<file path="src/rtl/riscv_pkg.sv">
// Shared RISC-V decode definitions: widths, immediate-type encodings,
// skid-buffer state encoding and the entry record held by the imm stage.
// Optional feature macro: IMM_GEN_ILLEGAL_FLAG_EN (adds the illegal flag to each entry).
package riscv_pkg;

    localparam int XLEN = 64;
    localparam int ILEN = 32;

    typedef enum logic [2:0] {
        IMM_I       = 3'b000,
        IMM_S       = 3'b001,
        IMM_B       = 3'b010,
        IMM_U       = 3'b011,
        IMM_J       = 3'b100,
        IMM_INVALID = 3'b111
    } imm_type_t;

    typedef enum logic [1:0] {
        SKID_EMPTY = 2'd0,
        SKID_ONE   = 2'd1,
        SKID_TWO   = 2'd2
    } skid_state_t;

    // One pipeline entry; the immediate is stored already expanded so the
    // output side never recomputes it.
    typedef struct packed {
        logic [ILEN-1:0] instr;
        logic [XLEN-1:0] pc;
        logic [XLEN-1:0] imm;
        logic [2:0]      immType;
`ifdef IMM_GEN_ILLEGAL_FLAG_EN
        logic            illegal;
`endif
    } stage_entry_t;

    // Anything outside the five defined formats counts as illegal.
    function automatic logic isIllegalType(input logic [2:0] t);
        return (t > 3'd4);
    endfunction

endpackage

</file>
<file path="src/rtl/imm_gen_core.sv">
// Combinational immediate generator: raw instruction plus immediate type in,
// sign-extended XLEN-wide immediate out. Undefined types yield zero.
module imm_gen_core
    import riscv_pkg::*;
(
    input  logic [ILEN-1:0] instr_i,
    input  logic [2:0]      immType_i,
    output logic [XLEN-1:0] imm_o
);

    logic signBit;
    logic unusedOpcode;

    assign signBit      = instr_i[31];
    assign unusedOpcode = ^instr_i[6:0];

    // Gather the scattered immediate fields and replicate instr[31] upwards.
    always_comb begin
        imm_o = '0;
        case (immType_i)
            IMM_I: imm_o = {{(XLEN-12){signBit}}, instr_i[31:20]};
            IMM_S: imm_o = {{(XLEN-12){signBit}}, instr_i[31:25], instr_i[11:7]};
            IMM_B: imm_o = {{(XLEN-13){signBit}}, instr_i[31], instr_i[7],
                            instr_i[30:25], instr_i[11:8], 1'b0};
            IMM_U: imm_o = {{(XLEN-32){signBit}}, instr_i[31:12], 12'b0};
            IMM_J: imm_o = {{(XLEN-21){signBit}}, instr_i[31], instr_i[19:12],
                            instr_i[20], instr_i[30:21], 1'b0};
            default: imm_o = '0;
        endcase
    end

endmodule

</file>
<file path="src/rtl/imm_gen_stage.sv">
// Immediate-generation pipeline stage with a registered valid/ready output
// and a two-entry skid buffer (main + skid register). in_ready is decoded
// purely from the registered skid state, so out_ready never reaches it
// combinationally. Optional macro IMM_GEN_ILLEGAL_FLAG_EN adds out_illegal.
module imm_gen_stage
    import riscv_pkg::*;
(
    input  logic            clk,
    input  logic            rst,
    input  logic            flush,
    input  logic            in_valid,
    output logic            in_ready,
    input  logic [ILEN-1:0] in_instr,
    input  logic [XLEN-1:0] in_pc,
    input  logic [2:0]      in_imm_type,
    output logic            out_valid,
    input  logic            out_ready,
    output logic [ILEN-1:0] out_instr,
    output logic [XLEN-1:0] out_pc,
    output logic [XLEN-1:0] out_imm,
    output logic [2:0]      out_imm_type
`ifdef IMM_GEN_ILLEGAL_FLAG_EN
    ,
    output logic            out_illegal
`endif
);

    skid_state_t  state_q, state_d;
    stage_entry_t main_q, main_d;
    stage_entry_t skid_q, skid_d;
    stage_entry_t newEntry;
    logic [XLEN-1:0] newImm;
    logic accept;
    logic drain;

    imm_gen_core u_core (
        .instr_i   (in_instr),
        .immType_i (in_imm_type),
        .imm_o     (newImm)
    );

    // Build the entry to capture: immediate is expanded here, at input time.
    always_comb begin
        newEntry         = '0;
        newEntry.instr   = in_instr;
        newEntry.pc      = in_pc;
        newEntry.imm     = newImm;
        newEntry.immType = in_imm_type;
`ifdef IMM_GEN_ILLEGAL_FLAG_EN
        newEntry.illegal = isIllegalType(in_imm_type);
`endif
    end

    assign in_ready  = (state_q != SKID_TWO);
    assign out_valid = (state_q != SKID_EMPTY);
    assign accept    = in_valid & in_ready;
    assign drain     = out_valid & out_ready;

    assign out_instr    = main_q.instr;
    assign out_pc       = main_q.pc;
    assign out_imm      = main_q.imm;
    assign out_imm_type = main_q.immType;
`ifdef IMM_GEN_ILLEGAL_FLAG_EN
    assign out_illegal  = main_q.illegal;
`endif

    // Skid control: a flush wins over everything; otherwise fill main first,
    // spill into skid only when the consumer stalls, and promote skid on drain.
    always_comb begin
        state_d = state_q;
        main_d  = main_q;
        skid_d  = skid_q;
        if (flush) begin
            state_d = SKID_EMPTY;
        end else begin
            case (state_q)
                SKID_EMPTY: begin
                    if (accept) begin
                        main_d  = newEntry;
                        state_d = SKID_ONE;
                    end
                end
                SKID_ONE: begin
                    if (accept && drain) begin
                        main_d = newEntry;
                    end else if (accept) begin
                        skid_d  = newEntry;
                        state_d = SKID_TWO;
                    end else if (drain) begin
                        state_d = SKID_EMPTY;
                    end
                end
                SKID_TWO: begin
                    if (drain) begin
                        main_d  = skid_q;
                        state_d = SKID_ONE;
                    end
                end
                default: state_d = SKID_EMPTY;
            endcase
        end
    end

    // State and entry registers; reset empties the stage and zeroes all data.
    always_ff @(posedge clk or posedge rst) begin
        if (rst) begin
            state_q <= SKID_EMPTY;
            main_q  <= '0;
            skid_q  <= '0;
        end else begin
            state_q <= state_d;
            main_q  <= main_d;
            skid_q  <= skid_d;
        end
    end

endmodule
</file>
<file path="config.mk">
export PLATFORM = sky130hd
export DESIGN_NAME = imm_gen_stage
export DESIGN_NICKNAME = d
export VERILOG_FILES = /design/src/rtl/riscv_pkg.sv /design/src/rtl/imm_gen_core.sv /design/src/rtl/imm_gen_stage.sv
export SDC_FILE = /design/constraint.sdc
export NUM_CORES = 1
export LEC_CHECK = 0
export CAP_MARGIN = 10
export CORE_UTILIZATION = 55
export CTS_CLUSTER_SIZE = 10
export DETAILED_ROUTE_END_ITERATION = 12
export GPL_TIMING_DRIVEN = 0
export PLACE_DENSITY = 0.86
export SYNTH_ARGS = -nofsm -noshare
export SYNTH_HDL_FRONTEND = slang
export SYNTH_SLANG_ARGS = --single-unit
export TNS_END_PERCENT = 30
</file>
<file path="constraint.sdc">
create_clock -name clk -period 24.7 [get_ports clk]
set_input_delay 3.705 -clock clk [delete_from_list [all_inputs] [get_ports clk]]
set_output_delay 3.705 -clock clk [all_outputs]
set_load 0.005 [all_outputs]
</file>
# == Yosys cells after proc, flatten, opt, wreduce, memory -nomap -nowiden ==
# Cells that the tools add are included.
# word_totals
ff_bits,328
# classes
eq_ne,14
mux,12
bitwise,4
reduce_logical,8
# ops
op,n
$mux 163,3
$pmux 163 s3,1
$pmux 64 s5,1
$mux 2,6
$ne 3x3->1 const B,3
$ne 2x2->1 const B,4
$reduce_and 4->1,2
$eq 3x2->1 const B,2
$pmux 2 s3,1
$reduce_and 5->1,1
$ne 4x4->1 const B,1
$eq 3x1->1 const B,1
$eq 3x3->1 const B,1
$logic_not 3->1,1
$reduce_bool 3->1,1
$and 1x1->1,2
$eq 2x1->1 const B,1
$eq 2x2->1 const B,1
$logic_not 2->1,1
$not 1->1,2
$reduce_bool 2->1,1
$logic_and 1x1->1,1

# == Depth between registers and ports, before layout ==
# logic_depth
word_depth,7
depth_mapped,7
depth_no_buf,5

# == By module ==
# From an unflattened synthesis, not the netlist that was laid out.
# unflattened
hier_cells,1017
hier_area_um2,15596.2
# by_module_without_submodules
mod,n_inst,cells_per_inst,area_per_inst_um2,seq_area_each_um2
imm_gen_stage,1,888,14839.2,8207.9
imm_gen_core,1,129,757.0,0.0

# == Worst setup path after synthesis ==
# Ideal clock, no wire load.
# synth_timing
path_kind,input port to flip-flop
start,input in_imm_type[0]
end,register main_q (netlist bit out_imm[12])
setup_time_ns,0.125
t_arrival_ns,4.777
t_required_ns,24.575
slack_ns,19.797
cell_stages,5
path_buffers,1
path_cell_list,buf_4 -> nand3b_1 -> a21oi_2 -> a221o_1 -> mux2_4
# synth_between
elab_chain_len,4
# synth_lines
element,line,rtl
from (decl),imm_gen_stage.sv:15,"input logic [2:0] in_imm_type,"
"$eq 3x3->1, or another cell as far along",imm_gen_core.sv:20,case (immType_i)
$pmux 64 s5 (*),imm_gen_core.sv:20,
"$mux 163, on equally long branches","imm_gen_stage.sv:84, imm_gen_stage.sv:78",
$pmux 163 s3 (*),imm_gen_stage.sv:76,case (state_q)
to (signal assigned),imm_gen_stage.sv:112,main_q <= main_d;
to (decl),imm_gen_stage.sv:29,"stage_entry_t main_q, main_d;"
# Every way passes the cells marked *; elsewhere a longest branch is shown, timed or not. The select of a mux whose other input is x is not followed.
# A chain may end at the register's enable or synchronous reset.

# == Final worst setup path ==
# layout_timing
start,register state_q[1]
end,output in_ready
# layout_between
elab_chain_len,1
# layout_lines
element,line,rtl
from (decl),imm_gen_stage.sv:28,"skid_state_t state_q, state_d;"
from (signal assigned),imm_gen_stage.sv:111,state_q <= state_d;
$ne 2x2->1,imm_gen_stage.sv:54,assign in_ready = (state_q != SKID_TWO);
to (decl),imm_gen_stage.sv:12,"output logic in_ready,"
# No other way between the ends.

==> summary.txt <==
STA
  – Worst Slack Setup Final: ~18 ns
  – Slew @ Worst Pin: 1.05 ns
  – Tcrit/Tclk final: approximately 25%
  – Setup_tns: 0 ns
  – Slew headroom: around 30%
  – Final Hold Vio Count: 0
  – Final setup violation count: 0
  – Max Slew Vio Count: 0
  – RSZ-0062 raised after global routing: no
  – Worst clock skew: 0.0180 ns
  – Final min period: 6.20 ns
  – FMAX: 161 MHz
  – Min Hold Slack: about 0.48 ns

GRT
  – GR Util met2: 47.3%
  – Global-route wire length before repair: 51.8 mm
  – M3 GR Usage: under 10%
  – Vias in the first global route: 9399
  – Initial antenna violation count: 0
  – Largest net degree at the start of global routing: 100
  – Overall track demand over capacity in global routing: between 20% and 30%
  – Total gr overflow: 0
  – Busiest grt layer: met2
  – Met1 Track Usage GR: 36.0%

Place
  – Place WS: 18.92 ns
  – Port Buffer Count: 268
  – Post-DP HPWL: 22.7 mm
  – RePlAce Congestion: between 0.8 and 0.9

Worst setup path
  – Cells along the critical path: nor2b_2, inv_2, buf_2, buf_2, clkdlybuf4s50_1
  – Crit path top cell by count: buf_2
  – Crit Path Max Fanout: 10
  – Critical Path End Type: output pin
  – CP max stage cell: clkdlybuf4s50_1
  – Startpoint Class: flop
  – Crit Path Category: reg -> out
  – CP delay by family, top: buffers and inverters
  – Buffers & Inverters on Critical Path: 4
  – Max incr delay on CP: 0.56 ns
  – Crit path required time: 21.00 ns
  – Worst EP arrival: 2.50 ns

Floorplanning
  – I/O pins: 269
  – DIE AREA: 23200 um^2
  – Die X: 152 um
  – Cell Rows: 54
  – Core area: between 20000 and 25000 um^2
  – Die Height: 152 um
  – Initial core utilization: 56.5%

Power
  – Flop pwr share: 45.7%
  – Final Power: 1.30 mW
  – Switching pwr: roughly 0.33 mW
  – Pwr Density: 79.8 nW/um^2
  – Int Pwr: between 0.9 and 1 mW
  – Net Sw Frac: 25.3%
  – Comb power frac: 24.7%
  – Clock power share: between 20% and 30%
  – Worst VDD drop: 0.0591 mV
  – Leak: 7.62 nW

Synthesis
  – Yosys cell types: slightly above 40
  – Post-Synthesis Cells: 1058
  – Synth Warn #: 0
  – Ys flop type: dfrtp_1
  – Syn Nets: 1162
  – Fraction of registers with async set/reset: 100%
  – Post-synth EDFFs: 0
  – Top cells by count, synth: 337 x nand2_1, 264 x dfrtp_1, 95 x mux2_1
  – Post-synthesis cell area: 12400 um^2
  – Sequential share of the synthesized area: 53.2%
  – Most frequent cell after synthesis: nand2_1
  – Synth Register Bits: 264
  – Synth top area share: between 50 and 60%
  – Largest area contributor in the netlist: dfrtp_1
  – Top post-synthesis cells by area: dfrtp_1 53%, mux2_4 11%, nand2_1 10%, mux2_1 8.6%, mux2_2 4.3%
  – Syn Area/Cell: between 10 and 15 um^2

Final layout
  – P&R area growth vs syn: 31.5%
  – Utilization after layout: 74.3%
  – Final net count: 1464
  – Reg area: 6610 um^2
  – Multi-input logic area: 5070 um^2
  – Antenna diode count: 0
  – Share of layout cells above drive strength 1: 19.6%
  – Number of fill cells in the layout: 1479

Detailed routing
  – Routed wire per std cell: around 19 um
  – Drt first-iter violations: 512
  – ANT nets after route: 0
  – Vias per cell: 5.51
  – DR pass1 iterations: 10
  – DRC: 23
  – Vias: about 9.1k
  – Final wirelength: 31.9 mm

Run status
  – Violated checks: DRC
  – Status: finished with violations

Clock tree
  – Reg clk slew, reported paths: 0.06 ns
  – CTS tree: yes
  – Max clock buf depth: 3
  – H-tree levels: 1
  – CTS Sinks: ~260
  – Clock Tree Root: clkbuf_16
  – Post-CTS Setup Inserts: 0
  – Cts repair resizes: 0
  – TritonCTS Buffers: 30
  – CTS Hold Buffers Added: 0
  – Worst-Skew Late Latency: 0.54 ns

Hold path
  – Hold Path Class: reg -> reg

Job
  – Max-Cap Viols: 0
## logic make-up after synthesis
logic type               synth area share, %
AND/OR/NAND/NOR                         11.7
flip-flops                              53.2
multiplexers                            23.9
buffers and inverters                   5.86
AO/OA/AOI/OAI                           5.10
XOR/XNOR                              0.0706
adder cells (fa/ha/maj)               0.0807
## placed cells by master, fill, tap and decap left out, drive strengths merged, types with 10 or more instances in the layout
cell	synthesis	routed
dfrtp	264	264
nor2	10	10
buf	85	87
clkbuf	10	45
nand2	337	337
mux2	232	232
a21oi	24	24
o21ai	32	32
clkdlybuf4s50	0	268
a221o	17	17
## path summary, 6_finish.rpt
kind	from	endpoint	slack [ns]	cells past startpoint
setup / recovery	state_q[1]	in_ready	18.50	5
hold / removal	skid_q[14]	skid_q[14]	0.48	1
setup reg to reg	state_q[1]	out_imm[13]	22.77	6
hold reg to reg	skid_q[14]	skid_q[14]	0.48	1
max in group asynchronous	rst	out_instr[9]	20.15	3
min in group asynchronous	rst	out_pc[32]	3.64	2
## layer usage
metal | vias to the layer above | wire [um]
li1 | 4138 | -
met4 | 0 | 722
met3 | 48 | 2810
met2 | 356 | 15500
met5 | - | 0
met1 | 4516 | 12900
## per-stage QoR
stage / area (um^2) / cells
floorplan: 12400 / 1058
global placement: 15400 / 1606
detailed placement: 15500 / 1608
CTS: 16300 / 1643
global route: 16300 / 1643
finish: 16300 / 1643
## cell type report
type | instances | share of cell area (%)
clock buffer | 35 | 4.97
timing repair buffer | 270 | 16.8
multi-input combinational | 697 | 31.1
buffer | 95 | 4.41
sequential | 264 | 40.5
inverter | 2 | 0.0920
tap | 280 | 2.15
## flip-flops by register name, indices dropped and copies added (netlist names)
signal and cells:
out_instr 32, state_q 2, out_imm 32, out_pc 64, skid_q 131, out_imm_type 3
## worst register-to-register path, stage by stage (launching register included)
cell and delay, ns:
dfrtp_1 0.43, nor2b_1 0.27, a2bb2oi_2 0.12, nor2_4 0.19, buf_6 0.27, buf_8 0.22, mux2_4 0.32
## power by group through the flow
stage | clock [mW] | sequential (mW) | combinational [mW]
after CTS | 0.393 | 0.594 | 0.324
after floorplan | 0 | 0.588 | 0.157
after global routing | 0.408 | 0.606 | 0.345
after detailed placement | 0 | 0.599 | 0.322
after global placement | 0 | 0.594 | 0.309
final | 0.386 | 0.594 | 0.321
(Power assumes the default switching activity.)
